$ cat src/rtl/z16_button_conditioner.sv
// z16_button_conditioner
// Conditions the raw active-low board push-button for the Z16 CPU:
//   - two-flop synchroniser on the inverted pad
//   - four-state debounce FSM producing a clean level (o_button)
//   - sticky press event (o_press_valid) held until acknowledged, so a
//     slow consumer clock cannot miss it, plus a sticky overrun flag
//   - optional long-press pulse, built only when Z16_BTN_LONGPRESS_EN is
//     defined; otherwise o_long_press is tied low and no counter exists.
// Handshake: o_press_valid rises on a debounced press and stays high until
// a cycle in which i_press_ack=1 and o_press_valid=1 (the transfer cycle);
// it falls one cycle after that transfer. i_press_ack with no event
// pending is ignored. A new press landing in the transfer cycle keeps
// o_press_valid high without setting o_overrun (the old event was taken).
// All outputs are registered; there is no combinational input-to-output path.
// dbg_state exposes the debounce FSM state for observation.
module z16_button_conditioner #(
  parameter int DEBOUNCE_CYCLES = 270_000,
  parameter int CNT_WIDTH       = 25,
  parameter int LONG_CYCLES     = 27_000_000
) (
  input  logic       i_clk,
  input  logic       i_rst,
  input  logic       i_button_n,
  input  logic       i_press_ack,
  output logic       o_button,
  output logic       o_press_valid,
  output logic       o_overrun,
  output logic       o_long_press,
  output logic [1:0] dbg_state
);

  typedef enum logic [1:0] {
    RELEASED    = 2'd0,
    CHK_PRESS   = 2'd1,
    PRESSED     = 2'd2,
    CHK_RELEASE = 2'd3
  } state_t;

  // Largest count any counter in this block has to reach; counters stop there.
  localparam int MAX_CYCLES = (LONG_CYCLES > DEBOUNCE_CYCLES) ? LONG_CYCLES : DEBOUNCE_CYCLES;
  localparam logic [CNT_WIDTH-1:0] CNT_LAST = CNT_WIDTH'(DEBOUNCE_CYCLES - 1);
  localparam logic [CNT_WIDTH-1:0] CNT_TERM = CNT_WIDTH'(MAX_CYCLES - 1);

  state_t               state;
  logic [CNT_WIDTH-1:0] cnt;
  logic [CNT_WIDTH-1:0] cnt_inc;
  logic                 deb_done;
  logic                 press_evt;
  logic                 sync_meta;
  logic                 sync;

  // Saturating increment: the counter never wraps.
  assign cnt_inc = (cnt >= CNT_TERM) ? cnt : cnt + CNT_WIDTH'(1);

  // The stable run is complete on the cycle whose increment reaches DEBOUNCE_CYCLES-1.
  assign deb_done = (cnt_inc >= CNT_LAST);

  // A debounced press is committed on this edge.
  assign press_evt = (state == CHK_PRESS) && sync && deb_done;

  assign dbg_state = state;

  // Two-flop synchroniser on the inverted pad (1 = pressed), reset to released.
  always_ff @(posedge i_clk) begin
    if (i_rst) begin
      sync_meta <= 1'b0;
      sync      <= 1'b0;
    end else begin
      sync_meta <= ~i_button_n;
      sync      <= sync_meta;
    end
  end

  // Debounce FSM: the level only changes after a full stable run of sync.
  always_ff @(posedge i_clk) begin
    if (i_rst) begin
      state    <= RELEASED;
      cnt      <= '0;
      o_button <= 1'b0;
    end else begin
      case (state)
        RELEASED: begin
          o_button <= 1'b0;
          if (sync) begin
            cnt   <= '0;
            state <= CHK_PRESS;
          end
        end
        CHK_PRESS: begin
          if (!sync) begin
            state <= RELEASED;
          end else begin
            cnt <= cnt_inc;
            if (deb_done) begin
              state    <= PRESSED;
              o_button <= 1'b1;
            end
          end
        end
        PRESSED: begin
          o_button <= 1'b1;
          if (!sync) begin
            cnt   <= '0;
            state <= CHK_RELEASE;
          end
        end
        CHK_RELEASE: begin
          if (sync) begin
            state <= PRESSED;
          end else begin
            cnt <= cnt_inc;
            if (deb_done) begin
              state    <= RELEASED;
              o_button <= 1'b0;
            end
          end
        end
        default: begin
          state    <= RELEASED;
          cnt      <= '0;
          o_button <= 1'b0;
        end
      endcase
    end
  end

  // Pending press event with acknowledge, and sticky overrun on an unconsumed event.
  always_ff @(posedge i_clk) begin
    if (i_rst) begin
      o_press_valid <= 1'b0;
      o_overrun     <= 1'b0;
    end else if (press_evt) begin
      o_press_valid <= 1'b1;
      if (o_press_valid && !i_press_ack) begin
        o_overrun <= 1'b1;
      end
    end else if (i_press_ack && o_press_valid) begin
      o_press_valid <= 1'b0;
    end
  end

`ifdef Z16_BTN_LONGPRESS_EN
  localparam logic [CNT_WIDTH-1:0] LONG_LAST = CNT_WIDTH'(LONG_CYCLES - 1);

  logic [CNT_WIDTH-1:0] long_cnt;
  logic                 long_fired;

  // Long-press timer: counts cycles spent in PRESSED, one pulse per press.
  always_ff @(posedge i_clk) begin
    if (i_rst) begin
      long_cnt     <= '0;
      long_fired   <= 1'b0;
      o_long_press <= 1'b0;
    end else if (state == PRESSED) begin
      if (long_cnt != LONG_LAST) begin
        long_cnt <= long_cnt + CNT_WIDTH'(1);
      end
      o_long_press <= (long_cnt == LONG_LAST) && !long_fired;
      if (long_cnt == LONG_LAST) begin
        long_fired <= 1'b1;
      end
    end else begin
      long_cnt     <= '0;
      long_fired   <= 1'b0;
      o_long_press <= 1'b0;
    end
  end
`else
  // No long-press timer in this build.
  assign o_long_press = 1'b0;
`endif

endmodule
$ cat config.mk
export PLATFORM = sky130hd
export DESIGN_NAME = z16_button_conditioner
export DESIGN_NICKNAME = d
export VERILOG_FILES = /design/src/rtl/z16_button_conditioner.sv
export SDC_FILE = /design/constraint.sdc
export NUM_CORES = 1
export LEC_CHECK = 0
export ABC_AREA = 1
export BUFFER_PORTS_ARGS = -buffer_cell sky130_fd_sc_hd__buf_2
export CORE_MARGIN = 2
export CORE_UTILIZATION = 58
export CTS_BUF_LIST = sky130_fd_sc_hd__clkbuf_8
export DETAILED_ROUTE_END_ITERATION = 10
export PLACE_DENSITY = 0.78
export SKIP_CTS_REPAIR_TIMING = 1
export SLEW_MARGIN = 10
export SYNTH_ARGS = -nofsm -noshare
export SYNTH_HDL_FRONTEND = slang
export SYNTH_SLANG_ARGS = --single-unit
$ cat constraint.sdc
create_clock -name i_clk -period 2.2 [get_ports i_clk]
set_input_delay 0.44 -clock i_clk [delete_from_list [all_inputs] [get_ports i_clk]]
set_output_delay 0.44 -clock i_clk [all_outputs]
set_load 0.05 [all_outputs]
# Yosys cells after proc, flatten, opt, wreduce, memory -nomap -nowiden
# Index checks and enable logic that the tools add are counted.
# totals
reg_bits	32
latchBits	0
mem_bits_rw	0
romBits	0
input_bits	4
out_inout_bits	6
wordCells	53
mem_count	0
# classes
add_sub_neg	1
mul	0
n_div	0
magnitude_cmp	2
eq_ne	11
shifts	0
n_mux	20
n_bitwise	1
reduce_logical	11
# op_table
op	n
25-bit two-way mux	5
25-bit one-hot mux with 4 select lines	1
25-bit by 1-bit adder with 25-bit output, second input constant	1
25-bit by 19-bit greater-or-equal comparator with 1-bit output, second input constant	1
25-bit greater-or-equal comparator, second input constant	1
2-bit two-way mux	6
2-bit inequality test, second input constant	6
4-bit AND reduction	3
2-bit one-hot mux with 4 select lines	1
1-bit two-way mux	6
3-bit inequality test, second input constant	2
2-bit equality test, second input constant	2
1-bit logical AND	4
1-bit one-hot mux with 4 select lines	1
2-bit by 1-bit equality test with 1-bit output, second input constant	1
2-bit zero test	1
2-bit AND reduction	1
2-bit nonzero test	1
1-bit zero test	1
1-bit inverter	1

# Depth between registers and ports, before layout
# Gate-level depths: netlist of the first run.
# logic_depth
depth_word	6
ltp_mapped	22
depth_no_buf	21

# Worst setup path after synthesis of the first run
# OpenSTA, ideal clock, no wires.
# synth_path
path_kind	register -> register
start	register state[0] (netlist: dbg_state[0])
end	register cnt[16]
setup_time_ns	0.070
t_arrival_ns	2.467
required_time_ns	2.130
path_slack_ns	-0.338
path_stages_with_launch	9
n_path_buf	1
cell_sequence	dfxtp_1 -> inv_1 -> ha_1 -> o21ai_0 -> nand2_1 -> nor2_1 -> clkbuf_1 -> o21ai_0 -> a21oi_1
# synth_between
elab_chain_len	3
# synth_lines
element	line_no	source
from (decl)	44	state_t state;
from (signal assigned)	77	state <= RELEASED;
from (signal assigned)	86	state <= CHK_PRESS;
from (signal assigned)	91	state <= RELEASED;
2-bit equality test, or another cell as far along	81	case (state)
2-bit inequality test (no source line)	--	
4-bit AND reduction (no source line)	--	
to (signal assigned)	93	cnt <= cnt_inc;
to (signal assigned)	111	cnt <= cnt_inc;
to (decl)	45	logic [CNT_WIDTH-1:0] cnt;
# Parallel ways exist; a longest one is shown, timed or not.
# A chain may end at the register's enable or synchronous reset.

# Worst setup path in the final report of the first run
# layout_path
start	register cnt[9]
end	register o_overrun
# layout_between
elab_chain_len	5
# layout_lines
element	line_no	source
25-bit by 1-bit adder with 25-bit output / 25-bit greater-or-equal comparator (equally long branches)	53	assign cnt_inc = (cnt >= CNT_TERM) ? cnt : cnt + CNT_WIDTH'(1);
25-bit two-way mux *	53	
25-bit by 19-bit greater-or-equal comparator with 1-bit output *	56	assign deb_done = (cnt_inc >= CNT_LAST);
1-bit logical AND *	59	assign press_evt = (state == CHK_PRESS) && sync && deb_done;
2-bit AND reduction (no source line) *	--	
to (signal assigned)	131	o_overrun <= 1'b0;
to (signal assigned)	135	o_overrun <= 1'b1;
to (decl)	27	output logic o_overrun,
# Every way passes the cells marked *; elsewhere a longest branch is shown, timed or not.

==> results.md, run 1 <==
* Status: finished with violations
* Failing checks: setup timing
* Cts bufs inserted at 5
* CP Cell Sequence: buf_4, nand2_1, nor2_2, buf_4, nand2_1, nor2_1, nand2_1, xor2_1, nand2_2, nand2_2, nand2_2, inv_1, nand3_2, nor2_4, nand2_1, nand2_2, nor2_2, o21a_1
* # rows at 24
* Final setup violation count at 5
* Final worst path period share at 113%
* Met1 usage at 42.0%
* Peak supply drop at ~0.00031 V
* Max Cap Violations at 0
* Post-place setup slack at -0.202 ns
* Syn nets at 490
* Min cycle time layout at 2.49 ns
* Flop pwr share at 39.0%
* CP Capture Type: flip-flop
* Global-route track usage on met3 at 4.17%
* Clk buf depth at 2
* Critical path startpoint category: flip-flop
* Hold_ws at around 0.30 ns
* Filler cells at 262
* GPL Wtd Cong at 1.01
* Post-DP HPWL at 6000 um
* PortBufs at 8
* EDFF count, synth at 0
* Cell Int Power at 1080 uW
* Min-Delay Path Class: in2reg
* TritonRoute pass-1 iters at 7
* Worst Path Arrival at 2.68 ns
* Width of the die at slightly above 70 um
* Sw Pwr at 502 uW
* H-Tree Depth at 2
* Sequential share of the synthesized area at 23.8%
* Peak Freq at 0.402 GHz
* Most common flop cell mapped by yosys: dfxtp_1
* Hold depth at 2
* Syn. warnings at 0
* Nets at approximately 580
* Hold EP: sync_meta
* Global Route Usage Sum at 32.6%
* WL/cell at ~16 um
* Clock share of power at 40.9%
* Reg2Reg Launch Point: cnt[9]
* FFs w/ async S/R, synth at 0%
* DR vias/cell at between 5 and 6
* Crit path kind: reg2reg
* Fin util at 88.0%
* CP max-delay cell: dfxtp_2
* Worst skew pair latency at about 0.29 ns
* Grt ovf at 0
* Sw Ratio at approximately a third
* Yosys top cell by area: nand2_1
* Cell variety after synth at 27
* Critical Path RT at 2.39 ns
* Initial antenna violation count at 0
* R2R cell count at 18
* Drt first-iter violations at 383
* Syn Area/Cell at between 5 and 6 um2
* Die area at 5200 um2
* Top cell type's share of synthesized area at 25.7%
* Finished Layout Cells at 626
* RSZ-0062 raised after global routing: yes
* Final Max Slew Viols at 0
* P&R area growth vs syn at 44.3%
* DR vias at about 3.6k
* Worst path max stage delay at around 0.36 ns
* Post-synthesis cell count at around 480
* Combinational group share of total power at approximately 20%
* Synth top area cells: nand2_1 26%, dfxtp_1 24%, nor2_1 9.8%
* Vias in the first global route at between 3k and 4k
* Synthesized area at roughly 2700 um2
* Final ANT Viol Nets at 0
* Synth cell count leaders: 184 x nand2_1, 70 x nor2_1, 55 x inv_1
* Final setup margin at -0.288 ns
* Final Hold Viols at 0
* CORE AREA at 4410 um2
* Largest net degree at the start of global routing at 26
* Initial Utilization at 61.0%
* ANT cells at 0
* DRT Wirelength at 9980 um
* Seq cells post-synth at 32
* PwrDens at just over 400 nW/um2
* M2 GR Usage at 56.6%
* I/O pins at 10
* Reg2Reg Setup Slack at -0.29 ns
* Crit path max fanout at 4
* GR peak layer: met2
* Global-route wire length before repair at 13,500 um
* Layout cell share with drive strength beyond 1 at 38.5%
* Post-Place Cells at 603
* Worst-path clk slew at 0.08 ns
* LEAKAGE at about 0.0017 uW
* Skew final at between 0.007 and 0.008 ns
* Leading cell type by number of instances after synthesis: nand2_1
* Hold Crit Start: i_button_n
* Clock Sinks at 32
* Die Height at between 70 and 80 um
* Critical R2R Capture: o_overrun
* DRC errors left at 0
* Clock root buffer: clkbuf_8
* CTS tree: done
[sequential cells by signal (all words and copies together), names as in the netlist, named ones only]
signal         cells
cnt               25
dbg_state          1
o_button           1
o_overrun          1
o_press_valid      1
sync               1
sync_meta          1
[cell type report]
type                            instances  area [um2]  share of cell area [%]
Clock buffer                            7        96.3                    2.48
Multi-Input combinational cell        375        1960                    50.4
Clock inverter                          1        30.0                   0.773
Timing Repair Buffer                  100         823                    21.2
Sequential cell                        32         682                    17.6
Tap cell                               52        65.1                    1.68
Inverter                               59         231                    5.96
[critical path, delay by kind of cell, from the launching register on]
kind / cells / cell delay, ns
and+or+nand+nor: 13 / 1.32
DFF: 1 / 0.36
buffers and inverters: 3 / 0.34
xor gates and xnor gates: 1 / 0.21
AOI/OAI and AO/OA: 1 / 0.16
[worst max-delay path by stage]
stage,cells after the start,start,endpoint
after floorplan,18,cnt[0],o_overrun
final,18,cnt[9],o_overrun
after detailed placement,18,cnt[13],o_overrun
after CTS,18,cnt[13],o_overrun
after global routing,19,cnt[9],dbg_state[0]
after global placement,17,cnt[13],o_overrun
[power groups by stage]
| stage | registers (uW) | clock network, uW | logic, uW |
|---|---|---|---|
| floorplan | 681 | 0 | 169 |
| global placement | 634 | 0 | 296 |
| detailed placement | 634 | 0 | 302 |
| CTS | 621 | 647 | 304 |
| global route | 620 | 668 | 346 |
| finish | 618 | 648 | 319 |
[through the flow]
step / total power (uW) / instance area [um2] / TNS, ns
after global routing: 1630 / 3880 / -1.86
after detailed placement: 937 / 3330 / -0.879
after CTS: 1570 / 3460 / -1.12
after global placement: 930 / 3330 / -0.683
after floorplan: 850 / 2710 / 0
final: 1590 / 3880 / -1.28
[per-layer routing]
metal | part of all wire, % | vias to the layer above
met5 | 0 | -
met4 | 4.6 | 0
met3 | 9.8 | 63
met2 | 48 | 252
met1 | 37 | 1594
li1 | - | 1673
[kinds of logic (layout without fill, tap and decap cells)]
logic type	count (synthesis)	in the layout	share of synthesized area, %
flip-flops	32	32	23.8
other	1	1	0.139
AND/OR/NAND/NOR	313	313	49.9
buffers and inverters	74	167	11.9
XOR/XNOR	10	10	3.25
AO/OA/AOI/OAI	46	46	8.65
adder cells (fa/ha/maj)	5	5	2.32
[placed cells by master, fill, tap and decap left out, types with 5 or more instances in the layout]
cell | netlist | layout
nor2_2 | 9 | 26
dfxtp_1 | 32 | 7
xor2_1 | 7 | 7
nand2_2 | 5 | 27
nor2_1 | 70 | 45
inv_2 | 3 | 8
buf_4 | 3 | 80
a21oi_1 | 30 | 28
buf_2 | 2 | 9
inv_1 | 55 | 49
nand3_1 | 19 | 17
buf_6 | 2 | 6
dfxtp_2 | 0 | 21
nand4_1 | 14 | 14
clkbuf_8 | 0 | 7
nand2_1 | 184 | 160
nor2_4 | 3 | 11
o21ai_0 | 13 | 12
nand3_2 | 6 | 5
Note: power is estimated with default switching activity, not from simulation.
==> inputs of run 2 (changes only) <==
- ABC_AREA: 1 -> default
- PLACE_DENSITY: 0.78 -> 0.79
==> run 2 against run 1 <==
  * The run ends with DRC, setup timing left
  * Combinational power increased by 110%
  * Cell area fell by 8.8%
  * Count of clock-buffer cells in the layout is the same
  * Clock skew up 0.0018 ns
  * Total power grew 22%
  * First-iteration DRC count increased by 120%
  * Setup slack worse by 0.52 ns
  * Utilization rose by 0.57 points
  * Die area is 9.6% lower
  * Via count is 3.6% lower
  * Register-to-register slack worse by 0.52 ns
  * Area after synthesis fell by 10%
  * Largest cell class unchanged
==> results.md, run 2 <==
* Nets at 411 (-29%)
* Top cell type's share of synthesized area at 26.5% (+0.84 points)
* Clock Sinks at 32 (unchanged)
* Worst Path Arrival at 3.22 ns (+0.54 ns)
* WL/cell at 24.6 um (+54%)
* Leading cell type by number of instances after synthesis: nor2_1
* Hold_ws at 0.301 ns (-0.000421 ns)
* Grt ovf at 0 (unchanged)
* Adder-cell share of the synthesized area at 3.00% (+0.68 points)
* Max transition margin at 53.5%
* ANT cells at 0 (unchanged)
* # rows at 23 (-4.2%)
* Largest register FFs at 25 (unchanged)
* Met1 usage at 45.6% (+3.6 points)
* Clk buf depth at 2 (unchanged)
* I/O pins at 10 (unchanged)
* CP Capture Type: flip-flop
* Status: finished with violations
* Synth Area in XOR/XNOR at 1.81% (-1.4 points)
* Synth cell count leaders: 39 x nor2_1, 32 x dfxtp_1, 24 x o21ai_0
* Die Height at 68.6 um (-4.9%)
* Final ANT Viol Nets at 0 (unchanged)
* Final Max Slew Viols at 0 (unchanged)
* Sequential share of the synthesized area at 26.5% (+2.7 points)
* Cts bufs inserted at 5 (unchanged)
* Peak Freq at 0.333 GHz (-17%)
* DR vias at 3,453 (-3.6%)
* Failing checks: DRC, setup timing
* FFs w/ async S/R, synth at 0% (unchanged)
* PortBufs at 8 (unchanged)
* TritonRoute pass-1 iters at 11 (+4)
* Filler cells at 172 (-34%)
* Most common flop cell mapped by yosys: dfxtp_1
* Post-synthesis cell count at 317 (-34%)
* Worst-path clk slew at 0.07 ns (about the same)
* Largest family of logic cells by synthesized area: simple AND/OR/NAND/NOR gates
* Peak supply drop at 0.000493 V (+59%)
* Seq cells post-synth at 32 (unchanged)
* LEAKAGE at 0.00144 uW (-18%)
* CP Cell Sequence: ha_4, inv_1, buf_4, nor2_1, nand4_1, nor2_1, xor2_1, a31oi_4, a311o_1, mux2_4, a21oi_2
* DRC errors left at 4 (+4)
* CORE AREA at 4000 um2 (-9.4%)
* Final setup margin at -0.805 ns (-0.517 ns)
* Worst-margin pin slew at 0.697 ns
* H-Tree Depth at 2 (unchanged)
* Syn Area/Cell at 7.63 um2 (+36%)
* Crit path max fanout at 4 (unchanged)
* EDFF count, synth at 0 (unchanged)
* Final Hold Viols at 0 (unchanged)
* Yosys top cell by area: dfxtp_1
* Largest net degree at the start of global routing at 33 (+27%)
* Buffer and inverter count on the worst path at 2 (-1)
* Top reg by flops: cnt
* RSZ-0062 raised after global routing: yes
* Final setup violation count at 21 (+16)
* Skew final at 0.00933 ns (+0.00181 ns)
* M2 GR Usage at 58.1% (+1.5 points)
* Global-route wire length before repair at 12,600 um (-6.2%)
* Syn. warnings at 0 (unchanged)
* Leading cell type in the layout, fill and taps excluded: buf_4
* DRT Wirelength at 11,200 um (+12%)
* GR peak layer: met2
* Min-Delay Path Class: in2reg
* Final worst path period share at 137% (+23 points)
* Crit path kind: reg2reg
* DR vias/cell at 7.62 (+33%)
* Most frequent cells in the layout: 88 x buf_4, 35 x nor2_1, 22 x nand2_1, 18 x o21ai_0, 15 x a21oi_1
* Post-synthesis mux area share at 2.33% (+2.3 points)
* PwrDens at 548 nW/um2 (+34%)
* Crit-path leading delay family: simple AND/OR/NAND/NOR gates
* P&R area growth vs syn at 46.5%
* Compound-gate portion of the synthesized area at 28.4% (+20 points)
* Post-DP HPWL at 5480 um (-8.7%)
* Critical path startpoint category: flip-flop
* Width of the die at 68.6 um (-4.9%)
* Global Route Usage Sum at 36.1% (+3.5 points)
* Syn nets at 326 (-33%)
* Initial Utilization at 60.4% (-0.54 points)
* CTS tree: done
* Worst skew pair latency at 0.30 ns (about the same)
* Global-route track usage on met3 at 8.60% (+4.4 points)
* GPL Wtd Cong at 0.952 (-5.5%)
* Synth top area cells: dfxtp_1 27%, nor2_1 6.1%, o21ai_0 5.0%
* Vias in the first global route at 2,651 (-12%)
* Min cycle time layout at 3.00 ns (+0.517 ns)
* Clock root buffer: clkbuf_8
* Layout cell share with drive strength beyond 1 at 44.7% (+6.2 points)
* Max Cap Violations at 0 (unchanged)
* Synthesized area at 2420 um2 (-10%)
* Initial antenna violation count at 0 (unchanged)
* Drt first-iter violations at 860 (+120%)
* Die area at 4700 um2 (-9.6%)
* Simple-Gate Fraction of Synth Area at 30.9% (-19 points)
* Fin util at 88.6% (+0.57 points)
* Worst path max stage delay at 0.39 ns (+0.03 ns)
* Critical Path RT at 2.42 ns (+0.03 ns)
* Cell variety after synth at 59 (+120%)
* CP max-delay cell: dfxtp_2
* CP most frequent cell: nor2_1
-- run 2: changes by cell type after synthesis, moves of 8 or more --
cell / previous run / this run
clkbuf_1: 7 / 15
nand3_1: 19 / 10
inv_1: 55 / 5
nor3_1: 0 / 12
nor2_2: 9 / 0
nand2_1: 184 / 23
a21oi_1: 30 / 19
a311oi_1: 0 / 11
o21ai_0: 13 / 24
nor2_1: 70 / 39
a31oi_1: 0 / 8
-- run 2: cell type report --
class                           instances  area (um2)  area share (%)
Clock buffer                            7        96.3            2.72
Clock inverter                          1        30.0           0.848
Inverter                                5        18.8           0.530
Multi-Input combinational cell        251        1810            51.0
Sequential cell                        32         681            19.2
Tap cell                               50        62.6            1.77
Timing Repair Buffer                  107         846            23.9
-- run 2: path summary, 6_finish.rpt --
| kind | startpoint | endpoint | slack (ns) | depth (start not counted) |
|---|---|---|---|---|
| worst max-delay path | cnt[1] | flip-flop | -0.80 | 11 |
| worst min-delay path | i_button_n | sync_meta | 0.30 | 2 |
| worst max register to register | cnt[1] | flip-flop | -0.80 | 11 |
| worst min register to register | sync_meta | sync | 0.47 | 1 |
-- run 2: cell families after synthesis --
| group | after synthesis |
|---|---|
| AOI/OAI and AO/OA | 100 |
| xor gates and xnor gates | 5 |
| adders and majority gates | 6 |
| buffers and inverters | 34 |
| DFF | 32 |
| muxes | 5 |
| other | 1 |
| and+or+nand+nor | 134 |
-- run 2: stage by stage --
step                      cell area, um2  setup slack, ns  total power, uW  std cells  setup TNS, ns
after floorplan                     2460           -0.437              979        317          -4.08
after global placement              3020           -0.454             1150        428          -1.37
after detailed placement            3020           -0.503             1170        428          -1.89
after CTS                           3150           -0.558             1800        436          -2.39
after global routing                3540           -0.833             1990        453          -6.16
final                               3540           -0.805             1940        453          -4.32
-- run 2: report_power, final --
| part | switching, uW | leakage (uW) | internal, uW |
|---|---|---|---|
| Combinational | 445 | 0.00110 | 222 |
| Clock | 248 | 0.0000645 | 400 |
| Sequential | 31.1 | 0.000270 | 593 |
| Total | 724 | 0.00144 | 1220 |
-- run 2: routing by layer --
layer	part of all wire (%)	up-vias
li1	-	1365
met1	35	1587
met2	43	369
met3	14	132
met4	8.4	0
met5	0	-
